`src/rtl/sfft_r4_pkg.sv`:
```
// -----------------------------------------------------------------------------
// sfft_r4_pkg
//  Shared definitions for the radix-4 sFFT quarter protocol.
//  - state_t : combiner FSM encoding (FILL while quarters 0..2 are buffered,
//              MERGE while quarter 3 streams through).
//  - Q0..Q3  : quarter identifiers as carried by the 2-bit quarter counter.
//  - qlen/kw : QLEN = NFFT/4 samples per quarter, KW = bin index width,
//              both derived from SIZE_BUFFER = log2(NFFT).
// -----------------------------------------------------------------------------
package sfft_r4_pkg;

   typedef enum logic {
      FILL  = 1'b0,
      MERGE = 1'b1
   } state_t;

   localparam logic [1:0] Q0 = 2'd0;
   localparam logic [1:0] Q1 = 2'd1;
   localparam logic [1:0] Q2 = 2'd2;
   localparam logic [1:0] Q3 = 2'd3;

   function automatic int qlen(input int size_buffer);
      return (1 << size_buffer) / 4;
   endfunction

   function automatic int kw(input int size_buffer);
      return size_buffer - 2;
   endfunction

endpackage

```
`src/rtl/sfft_r4_quarter_buf.sv`:
```
// -----------------------------------------------------------------------------
// sfft_r4_quarter_buf
//  One quarter of sub-FFT output: a DEPTH-entry I/Q register buffer with a
//  single synchronous write port and a combinational read port. Contents are
//  not reset; the combiner only reads entries it has written in this frame.
// Ports
//  clk        in   clock, rising edge
//  wr_en_i    in   write strobe
//  wr_addr_i  in   write bin index
//  wr_di_i    in   write sample, I
//  wr_dq_i    in   write sample, Q
//  rd_addr_i  in   read bin index
//  rd_di_o    out  read sample, I (combinational)
//  rd_dq_o    out  read sample, Q (combinational)
// -----------------------------------------------------------------------------
module sfft_r4_quarter_buf
   import sfft_r4_pkg::*;
#(
   parameter int DEPTH = 2,
   parameter int KW    = 1,
   parameter int W     = 16
) (
   input  logic          clk,
   input  logic          wr_en_i,
   input  logic [KW-1:0] wr_addr_i,
   input  logic [W-1:0]  wr_di_i,
   input  logic [W-1:0]  wr_dq_i,
   input  logic [KW-1:0] rd_addr_i,
   output logic [W-1:0]  rd_di_o,
   output logic [W-1:0]  rd_dq_o
);

   logic [W-1:0] mem_i_q [DEPTH];
   logic [W-1:0] mem_q_q [DEPTH];

   always_ff @(posedge clk) begin
      if (wr_en_i) begin
         mem_i_q[wr_addr_i] <= wr_di_i;
         mem_q_q[wr_addr_i] <= wr_dq_i;
      end
   end

   assign rd_di_o = mem_i_q[rd_addr_i];
   assign rd_dq_o = mem_q_q[rd_addr_i];

endmodule

```
`src/rtl/sfft_r4_quarter_combiner.sv`:
```
// -----------------------------------------------------------------------------
// sfft_r4_quarter_combiner
//  Receive end of the radix-4 quarter protocol. The sub-FFT core delivers four
//  QLEN-point quarters serially (q0, q1, q2, q3). Quarters 0..2 are buffered;
//  while quarter 3 streams in, each incoming q3[k] is registered together with
//  q0[k], q1[k], q2[k] read from the buffers, giving one aligned set per
//  accepted q3 sample with a latency of exactly one cycle. Samples pass
//  bit-exact.
// Parameters
//  SIZE_BUFFER    log2(NFFT), >= 3
//  DATA_FFT_SIZE  width of each I and Q sample
// Ports
//  clk, reset              clock; synchronous active-high reset
//  in_data_i/in_data_q     incoming sample; in_valid/in_ready handshake
//  out_d0_i..out_d3_q      bin k of quarters 0..3, registered
//  out_index               bin index k of the presented set
//  out_valid/out_ready     output handshake; set held until accepted
//  frame_done              high while the k=QLEN-1 set is being accepted
// Build option
//  SFFT_R4_FRAME_SYNC_EN   adds in_sof (forces q0[0]) and sync_err (1-cycle
//                          pulse when in_sof lands mid-frame).
// -----------------------------------------------------------------------------
module sfft_r4_quarter_combiner
   import sfft_r4_pkg::*;
#(
   parameter int SIZE_BUFFER   = 3,
   parameter int DATA_FFT_SIZE = 16
) (
   input  logic                               clk,
   input  logic                               reset,
   input  logic [DATA_FFT_SIZE-1:0]           in_data_i,
   input  logic [DATA_FFT_SIZE-1:0]           in_data_q,
   input  logic                               in_valid,
   output logic                               in_ready,
   output logic [DATA_FFT_SIZE-1:0]           out_d0_i,
   output logic [DATA_FFT_SIZE-1:0]           out_d0_q,
   output logic [DATA_FFT_SIZE-1:0]           out_d1_i,
   output logic [DATA_FFT_SIZE-1:0]           out_d1_q,
   output logic [DATA_FFT_SIZE-1:0]           out_d2_i,
   output logic [DATA_FFT_SIZE-1:0]           out_d2_q,
   output logic [DATA_FFT_SIZE-1:0]           out_d3_i,
   output logic [DATA_FFT_SIZE-1:0]           out_d3_q,
   output logic [SIZE_BUFFER-3:0]             out_index,
   output logic                               out_valid,
   input  logic                               out_ready,
   output logic                               frame_done
`ifdef SFFT_R4_FRAME_SYNC_EN
  ,input  logic                               in_sof
  ,output logic                               sync_err
`endif
);

   localparam int QLEN = qlen(SIZE_BUFFER);
   localparam int KW   = kw(SIZE_BUFFER);
   localparam logic [KW-1:0] K_LAST = KW'(QLEN - 1);

   state_t                   state_q, state_d;
   logic [1:0]               q_cnt_q, q_cnt_d;
   logic [KW-1:0]            k_cnt_q, k_cnt_d;

   logic                     out_valid_q;
   logic [KW-1:0]            out_index_q;
   logic [DATA_FFT_SIZE-1:0] od_i_q [4];
   logic [DATA_FFT_SIZE-1:0] od_q_q [4];

   logic                     xfer;
   logic                     sof_xfer;
   logic                     merge_xfer;
   logic                     k_last;
   logic [2:0]               wr_en;
   logic [KW-1:0]            wr_addr;
   logic [DATA_FFT_SIZE-1:0] rd_i [3];
   logic [DATA_FFT_SIZE-1:0] rd_q [3];

   // FILL always accepts: the output set is registered, so the next frame's
   // q0 writes can overlap a still-held final MERGE set.
   assign in_ready = (state_q == FILL) | !out_valid_q | out_ready;
   assign xfer     = in_valid & in_ready;
   assign k_last   = (k_cnt_q == K_LAST);

`ifdef SFFT_R4_FRAME_SYNC_EN
   assign sof_xfer = xfer & in_sof;
`else
   assign sof_xfer = 1'b0;
`endif

   assign merge_xfer = xfer & !sof_xfer & (state_q == MERGE);

   always_comb begin
      state_d = state_q;
      q_cnt_d = q_cnt_q;
      k_cnt_d = k_cnt_q;
      if (sof_xfer) begin
         // The sof sample itself becomes q0[0]; counting resumes at bin 1.
         k_cnt_d = KW'(1);
         q_cnt_d = Q0;
         state_d = FILL;
      end else if (xfer) begin
         if (k_last) begin
            k_cnt_d = '0;
            q_cnt_d = q_cnt_q + 2'd1;
         end else begin
            k_cnt_d = k_cnt_q + KW'(1);
         end
         if ((state_q == FILL) && (q_cnt_q == Q2) && k_last) begin
            state_d = MERGE;
         end else if ((state_q == MERGE) && k_last) begin
            state_d = FILL;
         end
      end
   end

   always_comb begin
      wr_en = '0;
      for (int n = 0; n < 3; n++) begin
         wr_en[n] = xfer & !sof_xfer & (state_q == FILL) & (q_cnt_q == 2'(n));
      end
      wr_en[0] = wr_en[0] | sof_xfer;
      wr_addr  = sof_xfer ? '0 : k_cnt_q;
   end

   for (genvar g = 0; g < 3; g++) begin : g_buf
      sfft_r4_quarter_buf #(
         .DEPTH (QLEN),
         .KW    (KW),
         .W     (DATA_FFT_SIZE)
      ) u_buf (
         .clk       (clk),
         .wr_en_i   (wr_en[g]),
         .wr_addr_i (wr_addr),
         .wr_di_i   (in_data_i),
         .wr_dq_i   (in_data_q),
         .rd_addr_i (k_cnt_q),
         .rd_di_o   (rd_i[g]),
         .rd_dq_o   (rd_q[g])
      );
   end

   always_ff @(posedge clk) begin
      if (reset) begin
         state_q     <= FILL;
         q_cnt_q     <= Q0;
         k_cnt_q     <= '0;
         out_valid_q <= 1'b0;
         out_index_q <= '0;
         for (int n = 0; n < 4; n++) begin
            od_i_q[n] <= '0;
            od_q_q[n] <= '0;
         end
      end else begin
         state_q <= state_d;
         q_cnt_q <= q_cnt_d;
         k_cnt_q <= k_cnt_d;
         if (merge_xfer) begin
            // q3 goes straight into the output register; it is never buffered.
            out_valid_q <= 1'b1;
            out_index_q <= k_cnt_q;
            for (int n = 0; n < 3; n++) begin
               od_i_q[n] <= rd_i[n];
               od_q_q[n] <= rd_q[n];
            end
            od_i_q[3] <= in_data_i;
            od_q_q[3] <= in_data_q;
         end else if (out_ready) begin
            out_valid_q <= 1'b0;
         end
      end
   end

`ifdef SFFT_R4_FRAME_SYNC_EN
   logic sync_err_q;

   always_ff @(posedge clk) begin
      if (reset) begin
         sync_err_q <= 1'b0;
      end else begin
         sync_err_q <= sof_xfer & ((q_cnt_q != Q0) | (k_cnt_q != '0));
      end
   end

   assign sync_err = sync_err_q;
`endif

   assign out_valid  = out_valid_q;
   assign out_index  = out_index_q;
   assign out_d0_i   = od_i_q[0];
   assign out_d0_q   = od_q_q[0];
   assign out_d1_i   = od_i_q[1];
   assign out_d1_q   = od_q_q[1];
   assign out_d2_i   = od_i_q[2];
   assign out_d2_q   = od_q_q[2];
   assign out_d3_i   = od_i_q[3];
   assign out_d3_q   = od_q_q[3];
   assign frame_done = out_valid_q & out_ready & (out_index_q == K_LAST);

endmodule

```
`config.mk`:
```
export PLATFORM = sky130hd
export DESIGN_NAME = sfft_r4_quarter_combiner
export DESIGN_NICKNAME = d
export VERILOG_FILES = /design/src/rtl/sfft_r4_pkg.sv /design/src/rtl/sfft_r4_quarter_buf.sv /design/src/rtl/sfft_r4_quarter_combiner.sv
export SDC_FILE = /design/constraint.sdc
export NUM_CORES = 1
export LEC_CHECK = 0
export BUFFER_PORTS_ARGS = -buffer_cell sky130_fd_sc_hd__buf_2
export CAP_MARGIN = 20
export CORE_ASPECT_RATIO = 0.75
export CORE_MARGIN = 8
export CORE_UTILIZATION = 39
export DETAILED_ROUTE_END_ITERATION = 8
export GPL_TIMING_DRIVEN = 0
export HOLD_SLACK_MARGIN = 0.03
export PLACE_DENSITY = 0.55
export SYNTH_ARGS = -nofsm -noshare
export SYNTH_HDL_FRONTEND = slang
export SYNTH_SLANG_ARGS = --single-unit
```
`constraint.sdc`:
```
create_clock -name clk -period 9.3 [get_ports clk]
set_clock_uncertainty 0.2 [all_clocks]
set_input_delay 1.86 -clock clk [delete_from_list [all_inputs] [get_ports clk]]
set_output_delay 1.86 -clock clk [all_outputs]
set_load 0.02 [all_outputs]
```
Yosys cells after proc, flatten, opt, wreduce, memory -nomap -nowiden
Memory sizes are Yosys's and may differ from the RTL's. A register that Yosys moved wholly into a read port is not among the register bits.
Cells that the tools add are included.
{"block": "op_classes", "n_bitwise": 19, "add_sub_neg": 2, "n_reduce_logical": 9, "muxes": 36, "n_eq_ne": 2}
{"operator": "$mux 16", "n": 8}
{"operator": "$mux 1", "n": 28}
{"operator": "$or 1x1->1", "n": 10}
{"operator": "$and 1x1->1", "n": 8}
{"operator": "$reduce_and 2->1", "n": 2}
{"operator": "$reduce_bool 2->1", "n": 2}
{"operator": "$logic_and 1x1->1", "n": 3}
{"operator": "$add 2x1->2 const B", "n": 1}
{"operator": "$eq 2x1->1 const B", "n": 1}
{"operator": "$eq 2x2->1 const B", "n": 1}
{"operator": "$logic_not 2->1", "n": 1}
{"operator": "$add 1x1->1 const B", "n": 1}
{"operator": "$logic_not 1->1", "n": 1}
{"operator": "$not 1->1", "n": 1}
{"block": "word_totals", "out_inout_bits": 132, "ram_bits": 320, "elab_cells": 81, "register_bits": 6, "n_memories": 8, "in_bits": 36}
{"memory": "od_i_q", "words": 4, "word_bits": 16, "rd": 4, "rd_ports_with_merged_regs": 0, "write_ports": 4, "line": "sfft_r4_quarter_combiner.sv:63", "source": "logic [DATA_FFT_SIZE-1:0] od_i_q [4];"}
{"memory": "od_q_q", "words": 4, "word_bits": 16, "rd": 4, "rd_ports_with_merged_regs": 0, "write_ports": 4, "line": "sfft_r4_quarter_combiner.sv:64", "source": "logic [DATA_FFT_SIZE-1:0] od_q_q [4];"}
{"memory": "g_buf[0].u_buf.mem_i_q", "words": 2, "word_bits": 16, "rd": 1, "rd_ports_with_merged_regs": 1, "write_ports": 1, "line": "sfft_r4_quarter_buf.sv:33", "source": "logic [W-1:0] mem_i_q [DEPTH];"}
{"memory": "g_buf[0].u_buf.mem_q_q", "words": 2, "word_bits": 16, "rd": 1, "rd_ports_with_merged_regs": 1, "write_ports": 1, "line": "sfft_r4_quarter_buf.sv:34", "source": "logic [W-1:0] mem_q_q [DEPTH];"}
{"memory": "g_buf[1].u_buf.mem_i_q", "words": 2, "word_bits": 16, "rd": 1, "rd_ports_with_merged_regs": 1, "write_ports": 1, "line": "sfft_r4_quarter_buf.sv:33"}
{"memory": "g_buf[1].u_buf.mem_q_q", "words": 2, "word_bits": 16, "rd": 1, "rd_ports_with_merged_regs": 1, "write_ports": 1, "line": "sfft_r4_quarter_buf.sv:34"}
{"memory": "+2 memories"}

Longest topological paths before layout
Gate-level depths: netlist of the first run.
{"block": "logic_depth", "ltp_word": 9, "ltp_mapped": 6, "mapped_depth_nobuf": 5}

Modules after synthesis
A second synthesis of the first run with hierarchy kept.
{"block": "unflattened", "hier_cells": 619, "hier_area_um2": 12524.5}
{"module": "sfft_r4_quarter_buf", "cells_per_inst": 102, "seq_area_each_um2": 1921.8, "area_each_um2": 2478.6, "n_inst": 3}
{"module": "sfft_r4_quarter_combiner", "cells_per_inst": 313, "seq_area_each_um2": 3963.8, "area_each_um2": 5088.6, "n_inst": 1}

Worst setup path before layout of the first run
No wires, ideal clock.
{"block": "synth_path", "path_kind": "input to register", "startpoint": "in in_valid", "endpoint": "mem g_buf[0].u_buf.mem_i_q[0][0] (enable)", "arrival_ps": 4120, "setup_ps": 461, "setup_slack_ps": 4519, "required_ps": 8639, "stages": 2, "path_buffers": 0, "path_cell_list": "nand2_1 > nor3_1"}
{"block": "synth_via", "elab_chain_cells": 5}
{"item": "start, declared", "line": "sfft_r4_quarter_combiner.sv:33", "source": "input logic in_valid,"}
{"item": "$and 1x1->1", "line": "sfft_r4_quarter_combiner.sv:78", "source": "assign xfer = in_valid & in_ready;"}
{"item": "$and 1x1->1 (2 in series)", "line": "sfft_r4_quarter_combiner.sv:116", "source": "wr_en[n] = xfer & !sof_xfer & (state_q == FILL) & (q_cnt_q == 2'(n));"}
{"item": "$mux 1", "line": "sfft_r4_quarter_buf.sv:37", "source": "if (wr_en_i) begin"}
{"item": "$mux 1 (not written as such)", "line": "sfft_r4_quarter_buf.sv:38", "source": "mem_i_q[wr_addr_i] <= wr_di_i;"}
{"item": "end, declared", "line": "sfft_r4_quarter_buf.sv:33"}
Every way passes these cells.

Final worst setup path of the first run
{"block": "layout_path", "startpoint": "in out_ready", "endpoint": "out in_ready"}
{"block": "layout_via", "elab_chain_cells": 1}
{"item": "start, declared", "line": "sfft_r4_quarter_combiner.sv:45", "source": "input logic out_ready,"}
{"item": "$or 1x1->1", "line": "sfft_r4_quarter_combiner.sv:77", "source": "assign in_ready = (state_q == FILL) | !out_valid_q | out_ready;"}
{"item": "end, declared", "line": "sfft_r4_quarter_combiner.sv:34", "source": "output logic in_ready,"}
Every way passes these cells.

==> flow_summary_export.csv, run 1 <==
group,metric,value,unit
status,status,"finished clean",
grt,grt_max_degree,51,
logic_synthesis,syn_nets,658,
timing,relSlewSlack,0.358,
clock_tree,h-tree-depth,2,
worst_setup_path,end_kind,"primary output",
cells_and_area,fill_cells,2583,
cells_and_area,mostFrequentLayoutCell,"edfxtp_1",
cells_and_area,nets,878,
drt,first_pass_iters,4,
logic_synthesis,ys_warn_count,0,
timing,hold_viol_final,0,
clock_tree,holdBufCountCts,0,
logic_synthesis,yosysSeqAreaShare,0.836,
drt,drc,0,
clock_tree,root_buffer,"clkbuf_16",
drt,wl_per_cell,19.9,um
floorplanning,fp.dieArea,35800,um^2
timing,worstMarginPinSlew,0.963,ns
clock_tree,clkLatencyLatePin,0.50,ns
grt,grt_pass1_vias,6022,
timing,finalSetupViolations,0,
placed_design,place_congestion,0.677,
floorplanning,fp-row-count,55,
timing,drv_slew,0,
floorplanning,pin_count,168,
clock_tree,clock-sinks,327,
logic_synthesis,synth_top_area_cell,"edfxtp_1",
cells_and_area,final_cell_mix,"edfxtp_1 (320), buf_2 (179), nor2_1 (99), mux2i_1 (99), clkbuf_16 (35)",
worst_setup_path,r2r_cells,5,
clock_tree,numCtsBuffers,34,
drt,wl_met3,1480,um
worst_setup_path,crit_path_start,"out_ready",
grt,grt_pass1_wl,38100,um
drt,wl_met1,11700,um
timing,post-route-min-period,4.62,ns
cells_and_area,drive_gt1_frac,0.295,
drt,dr_wl_met2,11400,um
pwr,vdd_drop_max,113,uV
pwr,p_clk_frac,0.398,
drt,routed_wl,25100,um
worst_setup_path,startpoint_type,"primary input",
logic_synthesis,synthDistinctLibCells,21,
cells_and_area,area_growth,22.4,%
worst_setup_path,required,7.24,ns
logic_synthesis,syn_area,11700,um^2
worst_setup_path,critical_path_arrival,2.56,ns
drt,drt_iter0_markers,258,
timing,period_share,0.497,
drt,via_count,5786,
logic_synthesis,postSynthAreaPerCell,18.9,um^2
floorplanning,coreArea,29800,um^2
pwr,p_per_area,215,nW/um^2
clock_tree,cts_setup_buffers,0,
pwr,p_sw_frac,0.212,
logic_synthesis,synth_top_area_share,0.824,
floorplanning,initial_utilization,0.391,
clock_tree,clk_path_buf_depth,3,
timing,max_freq,0.216,GHz
placed_design,port_buffers,167,
logic_synthesis,synth-async-reset-ratio,0,
logic_synthesis,synth.ff_latch_count,327,
logic_synthesis,synth-main-ff-cell,"edfxtp_1",
grt,antenna_found_initial,0,
worst_setup_path,endpoint,"in_ready",
drt,topRoutingLayerUsed,"met4",
worst_setup_path,crit_fanout,7,
logic_synthesis,netlist_instances,618,
worst_setup_path,regToRegEndpoint,"od_q_q[0][60]$_SDFFCE_PN0P_",
worst_hold_path,worstHoldPathType,"reg2reg",
timing,tns,0,ns
floorplanning,die_h,166,um
logic_synthesis,synthTopCellsByArea,"edfxtp_1 (82%), mux2i_1 (8.5%), nor2_1 (3.3%)",
timing,rsz0062_at_grt,"no",
drt,ant_nets,0,
cells_and_area,diodes,0,
pwr,p_leak,5.28,nW
worst_setup_path,worstSetupPathType,"in2out",
floorplanning,die_w,216,um
clock_tree,cts_resized,0,
clock_tree,clkTransAtPathRegs,0.06,ns
pwr,p_seq_frac,0.545,
worst_setup_path,r2r_slack,6.88,ns
pwr,intPower,2.42,mW
grt,grt_remaining_overflow,0,
logic_synthesis,synth_edf_count,320,
worst_setup_path,r2r-start,"state_q$_SDFFE_PP0P_",
grt,gr-usage-all-layers,0.141,
drt,viasPerCell,4.59,
pwr,pwr-share-comb,0.057,
pwr,power,3.08,mW
run,maxCapViolations,0,
placed_design,hpwl,16900,um
clock_tree,cts_tree,"done",
pwr,power_switching,0.653,mW
sequential cells by signal, summed over array words and instances (netlist names), named ones only:
name / count
q_cnt_q: 2
out_valid: 1
od_i_q: 64
state_q: 1
out_index: 1
g_buf.u_buf.mem_i_q: 96
g_buf.u_buf.mem_q_q: 96
k_cnt_q: 1
od_q_q: 64
routing by layer:
layer	GRT usage	vias to the layer above
li1	-	2748
met1	0.198	2850
met2	0.215	148
met3	0.0324	40
met4	0.0431	0
met5	0	-
synth_stat cells (all sizes together) (4+ instances only):
cell type / instances
nor2: 101
and2: 32
edfxtp: 320
ha: 4
buf: 16
nand2: 7
nor3: 4
nand2b: 4
dfxtp: 7
mux2i: 99
clkbuf: 10
metrics by stage:
| step | cell area [um^2] | hold slack, ns | utilization | instances | worst slack [ns] |
|---|---|---|---|---|---|
| final | 14300 | 0.292 | 0.479 | 1261 | 4.68 |
| after global routing | 14300 | 0.343 | 0.479 | 1261 | 4.57 |
| after CTS | 14300 | 0.295 | 0.479 | 1261 | 4.67 |
| after detailed placement | 13300 | 0.275 | 0.446 | 1201 | 4.67 |
| after global placement | 13000 | 0.278 | 0.436 | 1184 | 1.76 |
| after floorplan | 11700 | 0.287 | - | 618 | 4.52 |
how the worst min path moves through the flow:
stage | slack [ns] | endpoint | start | depth (start not counted)
finish | 0.29 | out_index$_SDFFE_PP0P_ | out_index$_SDFFE_PP0P_ | 2
global placement | 0.28 | out_index$_SDFFE_PP0P_ | out_index$_SDFFE_PP0P_ | 2
detailed placement | 0.28 | out_index$_SDFFE_PP0P_ | out_index$_SDFFE_PP0P_ | 2
global route | 0.34 | out_index$_SDFFE_PP0P_ | out_index$_SDFFE_PP0P_ | 2
floorplan | 0.29 | q_cnt_q[1]$_SDFFE_PP0P_ | q_cnt_q[1]$_SDFFE_PP0P_ | 2
CTS | 0.30 | out_index$_SDFFE_PP0P_ | out_index$_SDFFE_PP0P_ | 2
power groups by stage:
stage,clock network (mW),registers (mW),logic (mW)
after global routing,1.31,1.68,0.190
after floorplan,0,1.73,0.0722
after detailed placement,0,1.71,0.180
final,1.23,1.68,0.175
after CTS,1.26,1.68,0.180
after global placement,0,1.71,0.167
layout make-up:
cell class / instances / area (um^2) / share of cell area
plain buffers: 26 / 143 / 0.00999
clock buffers: 45 / 923 / 0.0647
clock inverters: 15 / 75.1 / 0.00526
inverters: 3 / 11.3 / 0.000789
multi-input cells: 262 / 1790 / 0.126
flip-flops and latches: 327 / 9750 / 0.683
well taps: 399 / 499 / 0.0350
repair buffers: 184 / 1080 / 0.0756
cells by family (layout without fill, tap and decap cells):
family	after synthesis	after routing	synth area share
AO/OA/AOI/OAI	3	3	0.00150
XOR/XNOR	1	1	0.000751
adder cells (fa/ha/maj)	4	4	0.00429
buffers and inverters	29	273	0.0132
flip-flops	327	327	0.836
multiplexers	99	99	0.0850
AND/OR/NAND/NOR	155	155	0.0595
worst max-delay path, stage by stage:
cell and delay [ns]:
buf_2 0.10, nor2b_1 0.32, nand2_1 0.10, buf_2 0.17
(Power assumes the default switching activity.)
==> inputs of run 2 (changes only) <==
- PLACE_DENSITY: 0.55 -> 0.57
- clock period: 9.3 -> 4.1 ns (I/O delays scaled with it)
==> flow_summary_export.csv, run 2 (synthesis results as in run 1) <==
group,metric,value,unit
floorplanning,initial_utilization,0.391,
drt,routed_wl,24900,um
timing,fin_ws,1.53,ns
clock_tree,root_buffer,"clkbuf_16",
worst_setup_path,critical_path_arrival,1.55,ns
timing,finalSetupViolations,0,
pwr,vdd_drop_max,328,uV
clock_tree,h-tree-depth,2,
placed_design,hpwl,16400,um
timing,drv_slew,0,
clock_tree,clkLatencyLatePin,0.51,ns
pwr,p_leak,5.30,nW
timing,whs,0.312,ns
grt,antenna_found_initial,0,
timing,hold_viol_final,0,
timing,max_freq,0.390,GHz
cells_and_area,mostFrequentLayoutCell,"edfxtp_1",
timing,rsz0062_at_grt,"no",
pwr,p_per_area,498,nW/um^2
timing,period_share,0.626,
drt,drc,0,
cells_and_area,nets,878,
floorplanning,coreArea,29800,um^2
worst_setup_path,crit_chain,"buf_2 > nor2b_1 > nand2_1 > buf_2",
clock_tree,clkTransAtPathRegs,0.06,ns
clock_tree,holdBufCountCts,0,
cells_and_area,diodes,0,
worst_setup_path,critPathMaxStageDelay,0.36,ns
floorplanning,die_w,216,um
drt,first_pass_iters,4,
worst_setup_path,crit_slowest_cell,"nor2b_1",
grt,grt_pass1_wl,37800,um
grt,grt_remaining_overflow,0,
clock_tree,cts_setup_buffers,0,
drt,ant_nets,0,
worst_setup_path,cp_common_cell,"buf_2",
worst_setup_path,startpoint_type,"primary input",
clock_tree,cts_tree,"done",
worst_setup_path,end_kind,"primary output",
clock_tree,numCtsBuffers,35,
floorplanning,pin_count,168,
clock_tree,clock-sinks,327,
floorplanning,fp-row-count,55,
grt,grt_max_degree,64,
cells_and_area,largestRegisters,"g_buf.u_buf.mem_i_q: 96 flops, g_buf.u_buf.mem_q_q: 96 flops",
drt,viasPerCell,4.61,
timing,worstMarginPinSlew,0.991,ns
cells_and_area,drive_gt1_frac,0.298,
timing,tns,0,ns
cells_and_area,area_growth,22.8,%
floorplanning,fp.dieArea,35800,um^2
grt,gr-usage-all-layers,0.139,
worst_setup_path,crit_fanout,7,
drt,wl_per_cell,19.8,um
placed_design,port_buffers,167,
grt,grt_pass1_vias,6072,
worst_setup_path,r2r_slack,1.78,ns
placed_design,preCtsSetupSlack,1.16,ns
drt,via_count,5822,
drt,drt_iter0_markers,309,
placed_design,place_congestion,0.684,
cells_and_area,final_cell_mix,"edfxtp_1 (320), buf_2 (179), nor2_1 (99), mux2i_1 (99), clkbuf_16 (35)",
clock_tree,cts_resized,0,
timing,post-route-min-period,2.57,ns
run,maxCapViolations,0,
floorplanning,die_h,166,um
worst_hold_path,worstHoldPathType,"reg2reg",
worst_setup_path,worstSetupPathType,"in2out",
clock_tree,clk_path_buf_depth,3,
cells_and_area,fill_cells,2523,
worst_setup_path,required,3.08,ns
timing,relSlewSlack,0.340,
status,status,"finished clean",
run 2: worst max-delay path, delay by kind of cell:
kind          cells  cell delay [ns]
buf+inv           2             0.27
simple gates      2             0.45
run 2: where the power goes:
part	total, mW	internal (mW)	switching (mW)
combinational	0.397	0.133	0.264
clock	2.94	1.70	1.24
sequential	3.80	3.77	0.0272
total	7.14	5.61	1.53
run 2: metrics by stage:
step / utilization / power (mW) / instances / area (um^2)
after detailed placement: 0.445 / 4.28 / 1200 / 13300
after global placement: 0.436 / 4.26 / 1184 / 13000
after CTS: 0.481 / 7.23 / 1262 / 14300
final: 0.481 / 7.14 / 1262 / 14300
after floorplan: - / 4.10 / 618 / 11700
after global routing: 0.481 / 7.39 / 1262 / 14300
run 2: cell type report:
class,instances,area [um^2],area share
Sequential cell,327,9750,0.680
Multi-Input combinational cell,262,1790,0.125
Timing Repair Buffer,183,1070,0.0745
Clock buffer,40,895,0.0624
Tap cell,399,499,0.0348
Clock inverter,22,170,0.0119
Buffer,26,143,0.00995
Inverter,3,11.3,0.000786
run 2: final timing paths:
kind	startpoint	to	depth (start not counted)
max	out_ready	in_ready	4
min	out_index$_SDFFE_PP0P_	out_index$_SDFFE_PP0P_	2
max reg2reg	state_q$_SDFFE_PP0P_	od_q_q[0][53]$_SDFFCE_PN0P_	5
min reg2reg	out_index$_SDFFE_PP0P_	out_index$_SDFFE_PP0P_	2
run 2: layer usage:
layer  up-vias  share of wire  global-route usage
met5         -              0                   0
met4         0          0.018              0.0408
met3        32          0.061              0.0346
met2       139           0.45               0.213
met1      2906           0.47               0.194
li1       2745              -                   -
==> inputs of run 3 (changes only) <==
- PLACE_DENSITY: 0.57 -> 0.55
- clock period: 4.1 -> 2.61 ns (I/O delays scaled with it)
==> flow_summary_export.csv, run 3 (synthesis results as in run 1) <==
group,metric,value,unit
status,status,"finished clean",
clock_tree,clkLatencyLatePin,0.50,ns
clock_tree,clkTransAtPathRegs,0.07,ns
worst_setup_path,crit_fanout,52,
cells_and_area,drive_gt1_frac,0.296,
timing,relSlewSlack,0.349,
drt,drc,0,
grt,grt_remaining_overflow,0,
floorplanning,fp.dieArea,35800,um^2
placed_design,place_congestion,0.678,
drt,first_pass_iters,6,
timing,fin_ws,0.151,ns
clock_tree,cts_tree,"done",
worst_setup_path,crit_slowest_cell,"dfxtp_1",
cells_and_area,mostFrequentLayoutCell,"edfxtp_1",
worst_hold_path,hold-path-endpoint,"g_buf[2].u_buf.mem_q_q[0][8]$_DFFE_PP_",
cells_and_area,area_growth,23.4,%
grt,grt_pass1_vias,5952,
cells_and_area,final_cell_mix,"edfxtp_1 (320), buf_2 (179), mux2i_1 (99)",
grt,grt_max_degree,53,
worst_setup_path,cp_common_cell,"buf_16",
drt,routed_wl,25200,um
timing,drv_slew,0,
floorplanning,fp-row-count,55,
timing,hold_viol_final,0,
pwr,vdd_drop_max,530,uV
floorplanning,initial_utilization,0.391,
timing,max_freq,0.407,GHz
clock_tree,clk_path_buf_depth,3,
cells_and_area,final_cells,1254,
drt,ant_nets,0,
drt,via_count,5803,
worst_setup_path,startpoint_type,"register",
clock_tree,h-tree-depth,2,
drt,drt_iter0_markers,364,
worst_setup_path,regToRegEndpoint,"od_q_q[0][42]$_SDFFCE_PN0P_",
worst_setup_path,path_delay_family,"simple AND/OR/NAND/NOR gates",
timing,post-route-min-period,2.46,ns
placed_design,preCtsSetupSlack,-0.318,ns
timing,finalSetupViolations,0,
cells_and_area,largestRegisters,"g_buf.u_buf.mem_i_q: 96 flops, g_buf.u_buf.mem_q_q: 96 flops",
floorplanning,die_w,216,um
cells_and_area,finalInstanceArea,14400,um^2
placed_design,place_inst,1195,
clock_tree,clock-sinks,327,
clock_tree,numCtsBuffers,34,
timing,worstMarginPinSlew,0.977,ns
placed_design,port_buffers,167,
floorplanning,pin_count,168,
worst_setup_path,required,2.58,ns
grt,gr-usage-all-layers,0.139,
worst_hold_path,worstHoldPathType,"in2reg",
placed_design,hpwl,16400,um
grt,grt_pass1_wl,37500,um
timing,period_share,0.942,
cells_and_area,diodes,0,
worst_setup_path,critPathMaxStageDelay,0.61,ns
placed_design,place_area,13300,um^2
worst_setup_path,worstSetupPathType,"reg2reg",
drt,viasPerCell,4.63,
grt,antenna_found_initial,0,
worst_hold_path,hold_depth,1,
pwr,p_leak,5.30,nW
worst_setup_path,worst-path-buf-inv,2,
floorplanning,coreArea,29800,um^2
worst_setup_path,crit_chain,"nand2_1 > nor2_2 > or2_4 > buf_16 > buf_16",
floorplanning,die_h,166,um
timing,rsz0062_at_grt,"no",
worst_setup_path,r2r_slack,0.15,ns
worst_hold_path,hold_start,"in_data_q[8]",
run,maxCapViolations,0,
worst_setup_path,critical_path_arrival,2.43,ns
worst_setup_path,end_kind,"register",
pwr,p_per_area,789,nW/um^2
cells_and_area,nets,874,
clock_tree,root_buffer,"clkbuf_16",
worst_setup_path,r2r_cells,5,
worst_setup_path,r2r-start,"state_q$_SDFFE_PP0P_",
drt,wl_per_cell,20.1,um
## run 3: final cells by class
type                    instances  area, um^2
multi-input cells             263        1830
plain buffers                  26         143
fillers                      2554       15400
inverters                       3        11.3
clock inverters                16         184
repair buffers                179        1090
clock buffers                  41         898
flip-flops and latches        327        9750
well taps                     399         499
## run 3: power by group
part	switching [mW]	internal, mW
Sequential	0.0448	5.93
Clock	1.91	2.84
Combinational	0.418	0.216
## run 3: per-layer routing
layer  part of all wire  GRT usage
met4              0.017     0.0393
met2               0.45      0.214
met3              0.065     0.0360
met5                  0          0
met1               0.46      0.192
## run 3: how the worst max path moves through the flow
stage	startpoint	to	slack, ns	cells after the start
after detailed placement	reset	od_q_q[0][59]$_SDFFCE_PN0P_	-0.32	5
after global routing	state_q$_SDFFE_PP0P_	od_q_q[0][62]$_SDFFCE_PN0P_	0.05	4
after floorplan	in_valid	g_buf[0].u_buf.mem_i_q[1][0]$_DFFE_PP_	0.04	2
after global placement	in_valid	g_buf[0].u_buf.mem_q_q[1][12]$_DFFE_PP_	-1.51	3
after CTS	state_q$_SDFFE_PP0P_	od_q_q[0][60]$_SDFFCE_PN0P_	0.10	4
final	state_q$_SDFFE_PP0P_	od_q_q[0][42]$_SDFFCE_PN0P_	0.15	5
## run 3: metrics by stage
step	hold slack (ns)	TNS, ns	util	power [mW]
floorplan	0.287	0	-	6.44
global placement	0.278	-304.55	0.437	6.69
detailed placement	0.286	-14.10	0.446	6.73
CTS	0.0348	0	0.483	11.5
global route	0.0597	0	0.483	11.7
finish	0.0782	0	0.483	11.4
## run 3: what timing repair did
action	4_1_cts	5_1_grt
hold endpoints to repair	0	0
hold buffers	0	0
resized for setup	2	0
setup buffers	1	0
endpoints found under the setup margin	74	0
